$ cat config.mk
export PLATFORM = sky130hd
export DESIGN_NAME = filter_mode_sched
export DESIGN_NICKNAME = d
export VERILOG_FILES = /design/src/rtl/filt_pkg.sv /design/src/rtl/filter_mode_sched_btn_debounce.sv /design/src/rtl/filter_mode_sched.sv
export SDC_FILE = /design/constraint.sdc
export NUM_CORES = 1
export LEC_CHECK = 0
export CORE_MARGIN = 8
export CORE_UTILIZATION = 45
export CTS_CLUSTER_SIZE = 8
export DETAILED_ROUTE_END_ITERATION = 7
export GPL_TIMING_DRIVEN = 1
export PLACE_DENSITY = 0.66
export SLEW_MARGIN = 20
export SYNTH_ARGS = -nofsm -noshare
export SYNTH_HDL_FRONTEND = slang
export SYNTH_HIERARCHICAL = 1
export SYNTH_SLANG_ARGS = --single-unit
$ cat constraint.sdc
create_clock -name clk -period 1.7 [get_ports clk]
set_input_delay 0.51 -clock clk [delete_from_list [all_inputs] [get_ports clk]]
set_output_delay 0.51 -clock clk [all_outputs]
set_load 0.01 [all_outputs]
$ cat src/rtl/filt_pkg.sv
// filt_pkg: shared filter-mode encodings, sizing constants and mode-scheduler states.
package filt_pkg;
    localparam int NUM_MODES = 7;
    localparam int MODE_W    = 3;

    typedef enum logic [2:0] {
        MODE_BYPASS        = 3'd0,
        MODE_GAMMA14       = 3'd1,
        MODE_GAMMA22       = 3'd2,
        MODE_BRIGHT        = 3'd3,
        MODE_YUV_BRIGHT    = 3'd4,
        MODE_YUV_GAMMA14   = 3'd5,
        MODE_YUV_ROUNDTRIP = 3'd6
    } mode_e;

    typedef enum logic {IDLE, ARMED} state_e;
endpackage

$ cat src/rtl/filter_mode_sched_btn_debounce.sv
// btn_debounce: two-flop synchroniser and counter debounce for an assert-low button,
// with a one-cycle strobe on each debounced press (stable 1->0).
module btn_debounce #(
    parameter int DEBOUNCE_CYCLES = 1000000
) (
    input  logic clk,
    input  logic reset,
    input  logic btn_n,
    output logic press
);
    localparam int CW = $clog2(DEBOUNCE_CYCLES + 1);

    logic          sync1, sync2, level;
    logic [CW-1:0] cnt;

    always_ff @(posedge clk or posedge reset) begin
        if (reset) begin
            sync1 <= 1'b1;
            sync2 <= 1'b1;
            level <= 1'b1;
            cnt   <= '0;
            press <= 1'b0;
        end else begin
            sync1 <= btn_n;
            sync2 <= sync1;
            press <= 1'b0;
            if (sync2 == level)
                cnt <= '0;
            else if (cnt == CW'(DEBOUNCE_CYCLES - 1)) begin
                level <= sync2;
                cnt   <= '0;
                press <= ~sync2;
            end else
                cnt <= cnt + 1'b1;
        end
    end
endmodule

$ cat src/rtl/filter_mode_sched.sv
// filter_mode_sched: accumulates debounced button presses into a pending mode and
// commits it to the filter datapath only on a vsync rising edge.
module filter_mode_sched #(
    parameter int DEBOUNCE_CYCLES = 1000000,
    parameter int NUM_MODES       = filt_pkg::NUM_MODES,
    parameter int MODE_W          = filt_pkg::MODE_W
) (
    input  logic              clk,
    input  logic              reset,
    input  logic              btn_n,
    input  logic              vsync,
    output logic [MODE_W-1:0] mode,
    output logic              pending,
    output logic              mode_changed
);
    import filt_pkg::*;

    state_e            state, state_n;
    logic [MODE_W-1:0] next_mode, next_mode_n, mode_n;
    logic              changed_n, press, vs1, vs2, vs3, vs_rise;

    function automatic logic [MODE_W-1:0] adv(input logic [MODE_W-1:0] m);
        return (m == MODE_W'(NUM_MODES - 1)) ? '0 : m + 1'b1;
    endfunction

    btn_debounce #(.DEBOUNCE_CYCLES(DEBOUNCE_CYCLES)) u_btn (
        .clk   (clk),
        .reset (reset),
        .btn_n (btn_n),
        .press (press)
    );

    assign vs_rise = vs2 & ~vs3;
    assign pending = (state == ARMED);

    always_ff @(posedge clk or posedge reset) begin
        if (reset) begin
            {vs1, vs2, vs3} <= 3'b000;
            state           <= IDLE;
            mode            <= '0;
            next_mode       <= '0;
            mode_changed    <= 1'b0;
        end else begin
            {vs1, vs2, vs3} <= {vsync, vs1, vs2};
            state           <= state_n;
            mode            <= mode_n;
            next_mode       <= next_mode_n;
            mode_changed    <= changed_n;
        end
    end

    // A press in the commit cycle advances from the value being committed.
    always_comb begin
        state_n     = state;
        mode_n      = mode;
        next_mode_n = next_mode;
        changed_n   = 1'b0;
        if (state == ARMED && vs_rise) begin
            mode_n    = next_mode;
            changed_n = 1'b1;
            state_n   = IDLE;
        end
        if (press) begin
            next_mode_n = adv(state == ARMED ? next_mode : mode);
            state_n     = ARMED;
        end
    end
endmodule

Word-level counts from Yosys, hierarchy flattened --
Index checks and enable logic that the tools add are counted.
Operators by class: $add $sub $neg 2, $mul 0, div/mod/pow operators 0, $lt $le $gt $ge 0, equality and inequality tests 3, shifts and indexed selects 0, mux-type cells 9, bitwise operators 4, reduce and logical (&&, ||, !) cells 3
Operators by type and width (number):
- $mux W20 | 2
- $add A20 B1 Y20 const B | 1
- $eq A20 B20 Y1 const B | 1
- $mux W3 | 2
- $mux W1 | 5
- $add A3 B1 Y3 const B | 1
- $eq A3 B3 Y1 const B | 1
- $not A1 Y1 | 3
- $reduce_and A2 Y1 | 1
- $reduce_bool A2 Y1 | 1
- $and A1 B1 Y1 | 1
- $eq A1 B1 Y1 | 1
- $logic_and A1 B1 Y1 | 1
Word-level totals: register bits after elaboration 35, latch bits 0, bits in writable memories 0, memory bits (read-only) 0, bits of input ports 4, output and inout bits 5, word-level logic and storage cells 33, memories kept 0

Longest topological paths before layout --
Gate-level depths: netlist (run 1).
depth in word-level cells 5, gate-level depth with buffers 5

By module --
The synthesis (run 1) kept the hierarchy.
By module, submodules not included:
- btn_debounce | times used 1, cells an instance 108, area an instance 1192.4 µm²
- filter_mode_sched | times used 1, cells an instance 42, area an instance 467.9 µm²

Worst setup path before layout (run 1) --
OpenSTA, ideal clock, no wires.
path type reg-to-reg, start register u_btn.cnt[10], end register u_btn.level, setup time 0.082 ns, arrival 1.669 ns, required time 1.618 ns, slack -0.051 ns, stages on the path, launching flop included 5, path buffers 0, period minus slack after synthesis 1.751 ns, path through dfrtp_1 -> nor4_2 -> nand4_2 -> or4_4 -> mux2_4
Between the ends: word-level cells in the longest chain between the ends 2
Ends and longest elaborated chain:
- start: declaration | line filter_mode_sched_btn_debounce.sv:14 | logic [CW-1:0] cnt;
- start signal: assignment | line filter_mode_sched_btn_debounce.sv:34 | cnt <= cnt + 1'b1;
- $eq A20 B20 Y1 | line filter_mode_sched_btn_debounce.sv:29 | else if (cnt == CW'(DEBOUNCE_CYCLES - 1)) begin
- $reduce_and A2 Y1 (no line)
- end signal: assignment | line filter_mode_sched_btn_debounce.sv:30 | level <= sync2;
- end: declaration | line filter_mode_sched_btn_debounce.sv:13 | logic sync1, sync2, level;
Every way passes these cells. A chain may end at the register's enable or synchronous reset.

Final worst setup path (run 1) --
start register u_btn.cnt[7], end register u_btn.level
The elaborated chain is that of the path after synthesis.

==> impl_results.md, run 1 <==
- Status: complete, but fails checks
- Failing checks: setup timing
- Ys flop type: dfrtp_1
- Clock Latency Late Sink: about 0.28 ns
- Share of layout cells above drive strength 1: a little over a quarter
- Root Driver: clkbuf_8
- Slew Viols, Final: 0
- FMAX: 572.8 MHz
- Family with the most delay on the worst path: simple AND/OR/NAND/NOR gates
- Syn. warnings: 6
- Avg WL per Cell: ~14 um
- Commonest cells after routing, fill and taps aside: dfrtp_1, buf_4, nor2_1, nand2_1
- Commonest non-fill, non-tap cell in the layout: dfrtp_1
- Hold Vio Cnt, Final: 0
- Asr flop ratio synth: 100.0%
- Worst path buffer plus inverter count: 0
- WP data arrival: between 1.5 and 2 ns
- Max_cap viols: 0
- Die Y: about 77 um
- Initial core utilization: ~46%
- Core Footprint: between 3000 and 4000 um^2
- Final setup margin: -0.04573 ns
- Setup TNS: -0.07317 ns
- Leak pwr: between 0.0009 and 0.001 uW
- Filler Cell Count: 310
- Maximum VDD drop: just under 0.0005 V
- Crit Path Class: reg -> reg
- Most used routing layer: met2
- Die width: 76.74 um
- DP HPWL: ~2400 um
- Rows: 22
- Register area share after synthesis: 52.98%
- Endpoint type of the worst setup path: flip-flop
- GRT Residual Overflow: 0
- IO Port Bufs: 8
- P&R area growth vs syn: 27.05%
- Post-route ant nets: 0
- CTS buffer count: 5
- Cells after Synth: 150
- Global routing usage on met1: between 10% and 20%
- Pwr dens: roughly 700 nW/um^2
- Number of flops mapped to enable cells by yosys: 0
- CP Cell Sequence: nor4_4 -> nand4_2 -> or4_4 -> mux2_4
- Non-Filler Instances: 238
- CTS Buffer Depth: 2
- Worst-Margin Slew: between 0.3 and 0.4 ns
- CP Launch Type: flip-flop
- Min cycle time layout: approximately 1.7 ns
- Met3 GRT Util: between 3 and 4%
- Layout Skew: 0.007706 ns
- Post-synth cell types: 41
- Synth Register Bits: 35
- TritonCTS Sinks: 35
- Hold-fix buffers, CTS: 0
- Pin count of the biggest net entering global routing: 25
- Unrepaired setup endpoints after global routing: true
- Worst Hold Class: reg -> reg
- CP Data Required Time: between 1.5 and 2 ns
- Antenna Cells: 0
- Htree depth: 2
- DP Cell Count: ~230
- WL final: about 3400 um
- Drc violations: 0
- Final #Nets: slightly below 200
- Placer congestion estimate: approximately 0.8
- 1st-pass router iterations: 4
- Post-Syn Area: around 1700 um^2
- CP max stage delay: between 0.4 and 0.5 ns
- Via count: between 1000 and 1500
- Met2 Track Usage GR: approximately 18%
- GRT Overall Usage: 11.74%
- DR iter-0 viols: 63
- Slew headroom: approximately 73%
- Mean post-synth cell area: 11.07 um^2
- Vias per cell: 5.189
- Final Cycle Share: 102.7%
- First-pass GRT wire length: roughly 5700 um
- Clk slew on worst S/H paths: roughly 0.070 ns
- I/O pin cnt: 9
- Initial antenna violation count: 0
- Largest fanout on the critical path: 4
- CTS tree: built
- Setup violators final: 2
- Die area: about 5900 um^2
- Critical-path top delay cell: or4_4
- Vias in the first global route: ~1200
- Syn nets: about 160
state kept, by name, summed over array words and instances (netlist names):
signal,count
u_btn/cnt,20
mode,3
next_mode,3
mode_changed,1
pending,1
u_btn/level,1
u_btn/press,1
u_btn/sync1,1
u_btn/sync2,1
vs1,1
vs2,1
vs3,1
worst reg2reg max path, cell delays in order (launching register included):
cell	delay, ns
dfrtp_1	0.42
nor4_4	0.31
nand4_2	0.16
or4_4	0.48
mux2_4	0.31
per-layer routing:
| metal | up-vias | wire [um] | part of all wire, % |
|---|---|---|---|
| li1 | 610 | - | - |
| met1 | 594 | 1523 | 45 |
| met2 | 23 | 1628 | 48 |
| met3 | 8 | 135 | 4.0 |
| met4 | 0 | 78 | 2.3 |
| met5 | - | 0 | 0 |
area by class of cell:
cell class / count / area (um^2) / share of cell area, %
Sequential cell: 35 / 879.6 / 41.70
Inverter: 8 / 30.03 / 1.423
Clock buffer: 7 / 76.32 / 3.618
Timing Repair Buffer: 34 / 281.5 / 13.35
Multi-Input combinational cell: 105 / 777.0 / 36.83
Clock inverter: 1 / 5.005 / 0.2372
Tap cell: 48 / 60.06 / 2.847
power breakdown:
group	switching (uW)	leakage (uW)	total, uW	internal (uW)
clock	278	0.0000422	565	287
combinational	32.7	0.000480	55.5	22.7
sequential	9.81	0.000469	856	847
kinds of logic after synthesis:
family / after synthesis / synth area share (%)
buffers and inverters: 10 / 2.562
DFF: 35 / 52.98
xor gates and xnor gates: 15 / 7.913
adders and majority gates: 1 / 0.7535
AOI/OAI and AO/OA: 20 / 8.969
and+or+nand+nor: 64 / 23.29
muxes: 5 / 3.541
what timing repair did:
action,4_1_cts,5_1_grt
setup endpoints to repair,4,24
gates resized for setup,2,9
buffers inserted,2,2
pin swaps,0,2
synth_stat cells, types with 2 or more instances:
library cell	instances	share of area [%]
nand3_2	2	1.2
nand3_1	6	1.8
xor2_1	7	3.7
nor4_2	2	1.5
nor2_1	17	3.8
inv_1	8	1.8
or4_1	3	1.4
nor3b_1	2	0.90
dfrtp_1	32	48
and4_1	2	1.1
dfstp_2	3	4.7
nand4_2	2	1.5
xnor2_1	8	4.2
and3_1	3	1.1
nand4_1	3	1.1
o21ai_0	4	1.2
o21ai_1	2	0.60
nor2b_1	2	0.75
a21oi_1	6	1.8
mux2_2	3	2.0
nor3_1	2	0.60
nand2_1	10	2.3
o31ai_1	3	1.4
path summary, 6_finish.rpt:
check	from	endpoint	slack, ns	cells after the start
worst max register to register	u_btn/cnt[7]$_DFF_PP0_	u_btn/level$_DFFE_PP1P_	-0.05	4
worst min-delay path	vs1$_DFF_PP0_	vs2$_DFF_PP0_	0.35	0
max in group asynchronous	reset	u_btn/sync1$_DFF_PP1_	0.80	3
worst max-delay path	u_btn/cnt[7]$_DFF_PP0_	u_btn/level$_DFFE_PP1P_	-0.05	4
min in group asynchronous	reset	mode[2]$_DFFE_PP0P_	0.54	2
worst min register to register	vs1$_DFF_PP0_	vs2$_DFF_PP0_	0.35	0
per-stage QoR:
step | instance area (um^2) | total power (uW) | hold slack, ns | worst slack (ns) | util [%]
after CTS | 2047 | 1497 | 0.3564 | -0.007145 | 56.77
after floorplan | 1660 | 900.1 | 0.3312 | -0.007719 | -
after global placement | 1953 | 926.0 | 0.3416 | 0.04372 | 54.16
final | 2110 | 1477 | 0.3548 | -0.04573 | 58.50
after global routing | 2110 | 1530 | 0.3634 | -0.08949 | 58.50
after detailed placement | 1953 | 926.7 | 0.3458 | 0.001917 | 54.16
Power figures use the tool's default switching activity.
==> inputs of run 2 (changes only) <==
- SLEW_MARGIN: 20 -> default
==> results of run 2 <==
Same layout as run 1: the final DEF is identical, and so are final timing and power.
